<file path="config.mk">
export PLATFORM = sky130hd
export DESIGN_NAME = ysyx_23060332_ifu
export DESIGN_NICKNAME = d
export VERILOG_FILES = /design/src/rtl/ysyx_23060332_ifu.sv
export SDC_FILE = /design/constraint.sdc
export NUM_CORES = 1
export LEC_CHECK = 0
export CAP_MARGIN = 20
export CORE_AREA = 3 3 110 112
export DETAILED_ROUTE_END_ITERATION = 8
export DIE_AREA = 0 0 113 115
export PLACE_DENSITY = 0.77
export SETUP_SLACK_MARGIN = 0.05
export SLEW_MARGIN = 20
export SYNTH_ARGS = -nofsm -noshare
export SYNTH_HDL_FRONTEND = slang
export SYNTH_SLANG_ARGS = --single-unit
</file>
<file path="constraint.sdc">
create_clock -name clk -period 2.28 [get_ports clk]
set_input_delay 0.456 -clock clk [delete_from_list [all_inputs] [get_ports clk]]
set_output_delay 0.456 -clock clk [all_outputs]
set_load 0.005 [all_outputs]
</file>
<file path="src/rtl/ysyx_23060332_ifu.sv">
// Instruction fetch unit: owns the PC, issues one fetch at a time to
// instruction memory and hands the fetched word plus its PC to decode.
//
// Ports:
//   clk, rst          clock and synchronous active-high reset
//   imem_req_*        fetch request channel (valid/ready, addr = pc)
//   imem_rsp_*        fetch response (one-cycle valid pulse + data)
//   inst_valid/ready  handshake towards decode
//   inst_o, inst_addr instruction word and its PC
//   jump_en/addr      redirect from execute, sampled on the inst handshake
//   fetch_err         sticky error after a misaligned next PC
module ysyx_23060332_ifu #(
  parameter int unsigned       ADDR_W   = 32,
  parameter int unsigned       DATA_W   = 32,
  parameter logic [ADDR_W-1:0] RESET_PC = ADDR_W'(32'h8000_0000)
) (
  input  logic              clk,
  input  logic              rst,
  output logic              imem_req_valid,
  input  logic              imem_req_ready,
  output logic [ADDR_W-1:0] imem_req_addr,
  input  logic              imem_rsp_valid,
  input  logic [DATA_W-1:0] imem_rsp_data,
  output logic              inst_valid,
  input  logic              inst_ready,
  output logic [DATA_W-1:0] inst_o,
  output logic [ADDR_W-1:0] inst_addr,
  input  logic              jump_en,
  input  logic [ADDR_W-1:0] jump_addr,
  output logic              fetch_err
);

  localparam logic [ADDR_W-1:0] PC_STEP = ADDR_W'(4);

  typedef enum logic [2:0] {
    S_IDLE = 3'd0,
    S_REQ  = 3'd1,
    S_WAIT = 3'd2,
    S_OUT  = 3'd3,
    S_ERR  = 3'd4
  } state_e;

  state_e            state_q, state_d;
  logic [ADDR_W-1:0] pc_q, pc_d;
  logic [DATA_W-1:0] inst_q, inst_d;
  logic [ADDR_W-1:0] inst_addr_q, inst_addr_d;
  logic [ADDR_W-1:0] nxt_pc;

  // Candidate next PC; only consumed on the decode handshake.
  assign nxt_pc = jump_en ? jump_addr : pc_q + PC_STEP;

  // State and datapath registers.
  always_ff @(posedge clk) begin
    if (rst) begin
      state_q     <= S_IDLE;
      pc_q        <= RESET_PC;
      inst_q      <= '0;
      inst_addr_q <= '0;
    end else begin
      state_q     <= state_d;
      pc_q        <= pc_d;
      inst_q      <= inst_d;
      inst_addr_q <= inst_addr_d;
    end
  end

  // Next-state and datapath update.
  always_comb begin
    state_d     = state_q;
    pc_d        = pc_q;
    inst_d      = inst_q;
    inst_addr_d = inst_addr_q;
    unique case (state_q)
      S_IDLE: state_d = S_REQ;
      S_REQ: begin
        if (imem_req_ready) state_d = S_WAIT;
      end
      S_WAIT: begin
        // Responses are only accepted here, so stale ones are dropped.
        if (imem_rsp_valid) begin
          inst_d      = imem_rsp_data;
          inst_addr_d = pc_q;
          state_d     = S_OUT;
        end
      end
      S_OUT: begin
        if (inst_ready) begin
          // A misaligned target freezes the PC and parks the unit in ERR.
          if (nxt_pc[1:0] != 2'b00) begin
            state_d = S_ERR;
          end else begin
            pc_d    = nxt_pc;
            state_d = S_REQ;
          end
        end
      end
      S_ERR:   state_d = S_ERR;
      default: state_d = S_IDLE;
    endcase
  end

  // Handshake outputs decoded from the state register only.
  always_comb begin
    imem_req_valid = 1'b0;
    inst_valid     = 1'b0;
    fetch_err      = 1'b0;
    unique case (state_q)
      S_REQ:   imem_req_valid = 1'b1;
      S_OUT:   inst_valid     = 1'b1;
      S_ERR:   fetch_err      = 1'b1;
      default: ;
    endcase
  end

  assign imem_req_addr = pc_q;
  assign inst_o        = inst_q;
  assign inst_addr     = inst_addr_q;

endmodule

</file>
======== Yosys cells after proc, flatten, opt, wreduce, memory -nomap -nowiden ========
Index checks and enable logic that the tools add are counted.
Widths: inputs -> output; s select.
storage, ports and cells
  register bits ........................... 99
  input bits .............................. 70
operators by class
  add/subtract/negate cells ............... 1
  equality and inequality tests ........... 7
  muxes and demuxes ....................... 9
  bitwise operators ....................... 1
  reduce and logical (&&, ||, !) cells .... 5
operators by type and width
  cell                   number
  $add 32x3->32 const B  1
  $mux 32                1
  $pmux 3 s5             1
  $mux 3                 4
  $eq 3x2->1 const B     2
  $ne 2x2->1 const B     3
  $reduce_and 3->1       2
  $eq 3x1->1 const B     1
  $eq 3x3->1 const B     1
  $logic_not 3->1        1
  $mux 1                 3
  $reduce_and 2->1       1
  $reduce_bool 2->1      1
  $not 1->1              1

======== Depth between registers and ports, before layout ========
Gate-level depths: netlist of the first run.
  depth in word-level cells ............... 6
  depth in mapped cells ................... 8
  depth with buffers taken out ............ 6

======== Worst setup path before layout of the first run ========
OpenSTA, ideal clock, no wires.
  path kind ............................... register to register
  from .................................... reg pc_q[2] (netlist: imem_req_addr[2])
  to ...................................... reg pc_q[26] (netlist: imem_req_addr[26])
  setup time .............................. 115 ps
  arrival time ............................ 1,759 ps
  required time ........................... 2,165 ps
  setup slack ............................. 407 ps
  stages on the path, launching flop included .. 7
  buffers on the path ..................... 0
  period minus slack after synthesis ...... 1,873 ps
  path through ............................ dfxtp_1 ha_1 nand4_1 nor3_1 a31oi_1 o21a_1 o21a_1
on the way
  word-level cells in the longest chain between the ends .. 2
ends and longest elaborated chain
  item                    line  text
  start, declared         44    logic [ADDR_W-1:0] pc_q, pc_d;
  start signal, assigned  61    pc_q <= pc_d;
  $add 32x3->32           50    assign nxt_pc = jump_en ? jump_addr : pc_q + PC_STEP;
  $mux 32                 50
No other way between the ends.
A chain may end at the register's enable or synchronous reset.

======== Worst setup path in the final report of the first run ========
  from .................................... reg state_q[1]
  to ...................................... out fetch_err
on the way
  word-level cells in the longest chain between the ends .. 2
ends and longest elaborated chain
  item                    line  text
  start, declared         43    state_e state_q, state_d;
  start signal, assigned  60    state_q <= state_d;
  $eq 3x3->1              107   unique case (state_q)
  $mux 1                  107
  end, declared           30    output logic fetch_err
No other way between the ends.

==> impl_metrics.env, run 1 <==
export IMPL_setup_viol=0
export IMPL_peakVddDrop_v=0.000331
export IMPL_worst_setup_path_start_kind="flop"
export IMPL_netlist_area_um2=4450
export IMPL_synth_top_area_cell="dfxtp_1"
export IMPL_worstHoldStart="rst"
export IMPL_die_width_um=113
export IMPL_io_pins=169
export IMPL_grt_overflow_total=0
export IMPL_fin_crit_sh_pct=92.5
export IMPL_yosys_top_cells_area="dfxtp_1 (45%), nand2_1 (13%), a21oi_1 (8.9%), clkbuf_1 (2.7%), nor2_1 (2.4%)"
export IMPL_drive_above_1_share_pct=6.95
export IMPL_leakage_uw=0.00218
export IMPL_clk_pin_slew_worst_paths_ns=0.07
export IMPL_hold_depth=2
export IMPL_ys_seq_area_share_pct=44.5
export IMPL_dieHeight_um=115
export IMPL_placed_cell_area_um2=6320
export IMPL_dp_slack_ns=0.0478
export IMPL_yosysMostFrequentCell="nand2_1"
export IMPL_root_buffer="clkbuf_16"
export IMPL_total_power_uw=3520
export IMPL_cts_tree="built"
export IMPL_synth_edff_count=0
export IMPL_portBuffers=168
export IMPL_yosysTopAreaCellShare_pct=44.5
export IMPL_yosysWarnings=0
export IMPL_path_class="flop to output pin"
export IMPL_drv_cap=0
export IMPL_hp_class="input pin to flop"
export IMPL_status="finished clean"
export IMPL_wl_met3_mm=1.21
export IMPL_die_area_um2=13000
export IMPL_grt_pass1_wl_mm=22.2
export IMPL_core_area_um2=11300
export IMPL_wl_per_cell_um=15.8
export IMPL_first_pass_iters=5
export IMPL_clock_latency_ns=0.35
export IMPL_post_cts_resize_count=0
export IMPL_antenna_cells=0
export IMPL_cp_end_kind="output pin"
export IMPL_syn_to_final_growth_pct=48.1
export IMPL_post_cts_setup_buffers=0
export IMPL_fill_cells=1069
export IMPL_top_layer_used="met4"
export IMPL_syn_nets=648
export IMPL_power_density_nw_per_um2=535
export IMPL_ant_nets=0
export IMPL_syn_avg_cell_area_um2=7.71
export IMPL_worst_slew_pin_slew_ns=0.614
export IMPL_clock_fmax_mhz=474
export IMPL_setup_tns_ns=0
export IMPL_via_per_inst=5.40
export IMPL_cts_buffers=9
export IMPL_netlist_top_cells_count="nand2_1 (152), dfxtp_1 (99), a21oi_1 (79), clkbuf_1 (32), nor2_1 (28)"
export IMPL_dr_total_vias=4738
export IMPL_ys_flop_type="dfxtp_1"
export IMPL_crit_path_max_fanout=10
export IMPL_grt_max_degree=67
export IMPL_slowest_delay_ns=0.57
export IMPL_synth_cell_type_count=54
export IMPL_maxSlewViolCount=0
export IMPL_timing_rr_end="imem_req_addr[28]"
export IMPL_reg2reg_depth=6
export IMPL_drt_initial_drc_count=313
export IMPL_clock_skew_ns=0.0109
export IMPL_hold_path_endpoint="inst_addr[31]"
export IMPL_ys_seq_elements=99
export IMPL_htreeDepth=3
export IMPL_syn_inst=577
export IMPL_crit_chain="nor3b_1, clkdlybuf4s50_1"
export IMPL_fin_nets=800
export IMPL_antenna_found_initial=0
export IMPL_wl_met2_mm=6.74
export IMPL_r2r_slack_ns=0.27
export IMPL_period_needed_ns=2.11
export IMPL_rsz0062_at_grt="no"
export IMPL_routabilityCongestion=0.897
export IMPL_cpMaxStageDelayCell="clkdlybuf4s50_1"
export IMPL_r2r_start="imem_req_addr[2]"
export IMPL_cts_sinks=99
export IMPL_async_flop_share_pct=0
export IMPL_drc_errors=0
export IMPL_dpl_hpwl_mm=9.94
export IMPL_clock_path_buffers=2
export IMPL_postLayoutCellArea_um2=6590
export IMPL_relSlewSlack_pct=59.1
export IMPL_worstPathArrival_ns=1.65
export IMPL_grt_util_all_layers_pct=21.2
export IMPL_grt_pass1_vias=4413
export IMPL_start_util_pct=39.3
export IMPL_routed_wl_mm=13.9
export IMPL_row_count=39
export IMPL_wl_met1_mm=5.61
export IMPL_crit_required_ns=1.82
export IMPL_setup_ws_ns=0.171
export IMPL_hold_viol_final=0
export IMPL_hold_buffers=0
-- per-layer routing --
layer | track usage (%) | up-vias
met4 | 8.57 | 0
li1 | - | 2343
met3 | 5.84 | 20
met2 | 34.9 | 194
met5 | 0 | -
met1 | 26.2 | 2181
-- worst max path at each step --
| stage | from | end | slack [ns] |
|---|---|---|---|
| finish | state_q[1] | fetch_err | 0.17 |
| global route | state_q[0] | imem_req_valid | 0.09 |
| CTS | state_q[2] | fetch_err | 0.06 |
| detailed placement | jump_addr[0] | imem_req_addr[13] | 0.05 |
| global placement | jump_addr[0] | imem_req_addr[13] | 0.08 |
| floorplan | imem_req_addr[2] | imem_req_addr[26] | 0.41 |
-- cell usage in the layout (no fill, tap or decap), types with 4 or more instances in the layout --
cell type and count:
nor2_1 28, clkbuf_16 9, nand2_1 152, o211ai_1 6, or3_1 5, a31oi_1 8
dfxtp_1 98, nand3_1 11, nor3_1 14, inv_1 5, o31ai_1 4, a21oi_1 79
and3_1 13, nand4_1 11, nor4_1 8, buf_4 18, mux2i_1 6, clkdlybuf4s50_1 166
a22oi_1 5, a32o_1 6, o21ai_0 19
-- worst max-delay path, delay by kind of cell (launching register included) --
family                 cells  cell delay (ns)
flip-flops                 1             0.42
buffers and inverters      1             0.57
AND/OR/NAND/NOR            1             0.32
-- stage by stage --
| step | utilization [%] | hold WS (ns) | cells |
|---|---|---|---|
| after floorplan | - | 0.453 | 577 |
| after global placement | 55.9 | 0.440 | 861 |
| after detailed placement | 55.9 | 0.446 | 861 |
| after CTS | 58.2 | 0.407 | 877 |
| after global routing | 58.2 | 0.417 | 877 |
| final | 58.2 | 0.418 | 877 |
-- power breakdown --
part           switching (uW)  leakage (uW)  internal (uW)
registers                30.3      0.000799           1750
clock network             655      0.000125            735
logic                     150       0.00125            198
-- state kept, by name, indices dropped and copies added (netlist names) --
name	count
state_q	3
imem_req_addr	32
inst_o	32
inst_addr	32
-- cells by family after synthesis --
group,Yosys count,synth area share (%)
buffers and inverters,52,4.92
adders and majority gates,1,0.281
AOI/OAI and AO/OA,151,20.8
and+or+nand+nor,267,27.8
DFF,99,44.5
muxes,7,1.60
-- cell type report --
type                       count  area, um2  area share [%]
sequential                    99       1980            30.1
inverter                       5       18.8           0.285
clock buffer                  11        233            3.53
timing repair buffer         188       1860            28.3
multi-input combinational    426       2280            34.7
tap                          143        179            2.72
clock inverter                 5       30.0           0.456
Power figures use the tool's default switching activity.
==> inputs of run 2 (changes only) <==
--- a/config.mk
+++ b/config.mk
@@ -6,10 +6,10 @@
 export NUM_CORES = 1
 export LEC_CHECK = 0
 export CAP_MARGIN = 20
-export CORE_AREA = 3 3 110 112
+export CORE_AREA = 3 3 105 107
 export DETAILED_ROUTE_END_ITERATION = 8
-export DIE_AREA = 0 0 113 115
-export PLACE_DENSITY = 0.77
+export DIE_AREA = 0 0 108 110
+export PLACE_DENSITY = 0.83
 export SETUP_SLACK_MARGIN = 0.05
 export SLEW_MARGIN = 20
 export SYNTH_ARGS = -nofsm -noshare
==> run 2 against run 1 <==
  * Clock skew grew 0.00099 ns
  * Critical path depth unchanged
  * First-iteration DRC count is 6.7% higher
  * Worst setup slack got worse by 0.024 ns
  * Final area fell by 0.46%
  * Wire length down 1.1%
  * Combinational power hardly changed
  * Register-to-register slack improved by 0.04 ns
  * Die area shrank 8.6%
  * Non-clock buffer count unchanged
  * Count of clock-buffer cells in the layout decreased by 1
  * Sequential cell count stayed put
  * Critical endpoint is now imem_req_valid
  * Largest power group unchanged
==> impl_metrics.env, run 2 (synthesized netlist as in run 1, its figures left out) <==
export IMPL_status="finished clean"
export IMPL_grt_pass1_wl_mm=21.7
export IMPL_setup_viol=0
export IMPL_io_pins=169
export IMPL_hold_viol_final=0
export IMPL_dpl_hpwl_mm=9.90
export IMPL_htreeDepth=3
export IMPL_worstPathArrival_ns=1.68
export IMPL_ant_nets=0
export IMPL_grt_overflow_total=0
export IMPL_drv_cap=0
export IMPL_drt_initial_drc_count=334
export IMPL_cts_sinks=99
export IMPL_fin_nets=800
export IMPL_routabilityCongestion=0.837
export IMPL_leakage_uw=0.00217
export IMPL_period_needed_ns=2.13
export IMPL_core_area_um2=10200
export IMPL_hold_depth=2
export IMPL_cpMaxStageDelayCell="dfxtp_1"
export IMPL_clk_pin_slew_worst_paths_ns=0.10
export IMPL_relSlewSlack_pct=56.9
export IMPL_reg2reg_depth=5
export IMPL_wl_per_cell_um=15.8
export IMPL_crit_chain="nor3b_1, clkdlybuf4s50_1"
export IMPL_dr_total_vias=4765
export IMPL_portBuffers=168
export IMPL_cp_top_family="flip-flops"
export IMPL_path_class="flop to output pin"
export IMPL_critical_path_depth=2
export IMPL_routed_wl_mm=13.7
export IMPL_antenna_found_initial=0
export IMPL_cts_tree="built"
export IMPL_worst_setup_path_start_kind="flop"
export IMPL_clock_latency_ns=0.37
export IMPL_crit_path_max_fanout=10
export IMPL_fin_crit_sh_pct=93.6
export IMPL_timing_critical_path_buf_inv=1
export IMPL_grt_pass1_vias=4339
export IMPL_grt_util_all_layers_pct=22.6
export IMPL_antenna_cells=0
export IMPL_via_per_inst=5.48
export IMPL_layout_common_cells="clkdlybuf4s50_1 (166), nand2_1 (152), dfxtp_1 (98)"
export IMPL_peakVddDrop_v=0.000324
export IMPL_slowest_delay_ns=0.55
export IMPL_postLayoutCellArea_um2=6560
export IMPL_clock_skew_ns=0.0119
export IMPL_clock_fmax_mhz=469
export IMPL_drive_above_1_share_pct=7.23
export IMPL_first_pass_iters=6
export IMPL_hp_class="input pin to flop"
export IMPL_setup_tns_ns=0
export IMPL_layout_commonest_cell="clkdlybuf4s50_1"
export IMPL_post_cts_setup_buffers=0
export IMPL_cp_end_kind="output pin"
export IMPL_maxSlewViolCount=0
export IMPL_start_util_pct=43.5
export IMPL_crit_required_ns=1.82
export IMPL_row_count=37
export IMPL_worst_slew_pin_slew_ns=0.647
export IMPL_die_width_um=108
export IMPL_dieHeight_um=110
export IMPL_power_density_nw_per_um2=527
export IMPL_drc_errors=0
export IMPL_root_buffer="clkbuf_8"
export IMPL_syn_to_final_growth_pct=47.4
export IMPL_die_area_um2=11900
export IMPL_rsz0062_at_grt="no"
export IMPL_cts_buffers=9
export IMPL_placed_cell_area_um2=6320
export IMPL_grt_max_degree=68
export IMPL_clock_path_buffers=2
==> run 2: cell count changes in the layout (fill, tap and decap cells not counted), sizes merged <==
cell / delta
bufinv: +3
clkinvlp: -1
clkbuf: -1
clkinv: -2
==> run 2: final timing paths <==
kind	startpoint	end	slack [ns]
max	state_q[0]	imem_req_valid	0.15
min	rst	inst_addr[19]	0.41
max reg2reg	imem_req_addr[4]	imem_req_addr[21]	0.31
min reg2reg	inst_addr[12]	inst_addr[12]	0.46
==> run 2: metrics by stage <==
step | util, % | power, uW | hold slack [ns] | instances | worst slack (ns)
3_3_place_gp | 61.7 | 2160 | 0.441 | 854 | 0.0625
5_1_grt | 64.1 | 3580 | 0.421 | 869 | 0.0501
3_5_place_dp | 61.7 | 2170 | 0.446 | 854 | 0.0178
4_1_cts | 64.0 | 3480 | 0.403 | 869 | 0.0929
6_report | 64.1 | 3460 | 0.415 | 869 | 0.146
2_1_floorplan | - | 1950 | 0.453 | 577 | 0.407
==> run 2: where the power goes <==
| part | switching, uW | internal, uW | leakage [uW] |
|---|---|---|---|
| registers | 30.6 | 1750 | 0.000799 |
| logic | 152 | 198 | 0.00125 |
| clock network | 603 | 722 | 0.000112 |
==> run 2: what timing repair did <==
item | CTS | global route
hold buffers | 0 | 0
setup endpoints to repair | 1 | 2
resized for setup | 1 | 2
==> run 2: worst register-to-register path, cell delays in order (launching register included) <==
cell	delay, ns
dfxtp_1	0.54
nand3_1	0.32
nor3_2	0.47
and3_1	0.29
nor3_1	0.06
nor4_1	0.22
==> run 2: layer usage <==
layer  global-route usage [%]  share of wire, %
met5                        0                 0
met2                     38.6                49
met1                     28.3                41
met3                     6.17               8.2
met4                     6.13               1.4
==> run 2: area by class of cell <==
type,count,area [um2]
multi-input combinational,426,2290
timing repair buffer,188,1860
inverter,5,18.8
clock inverter,5,103
tap,136,170
clock buffer,10,128
fill,878,3670
sequential,99,1980
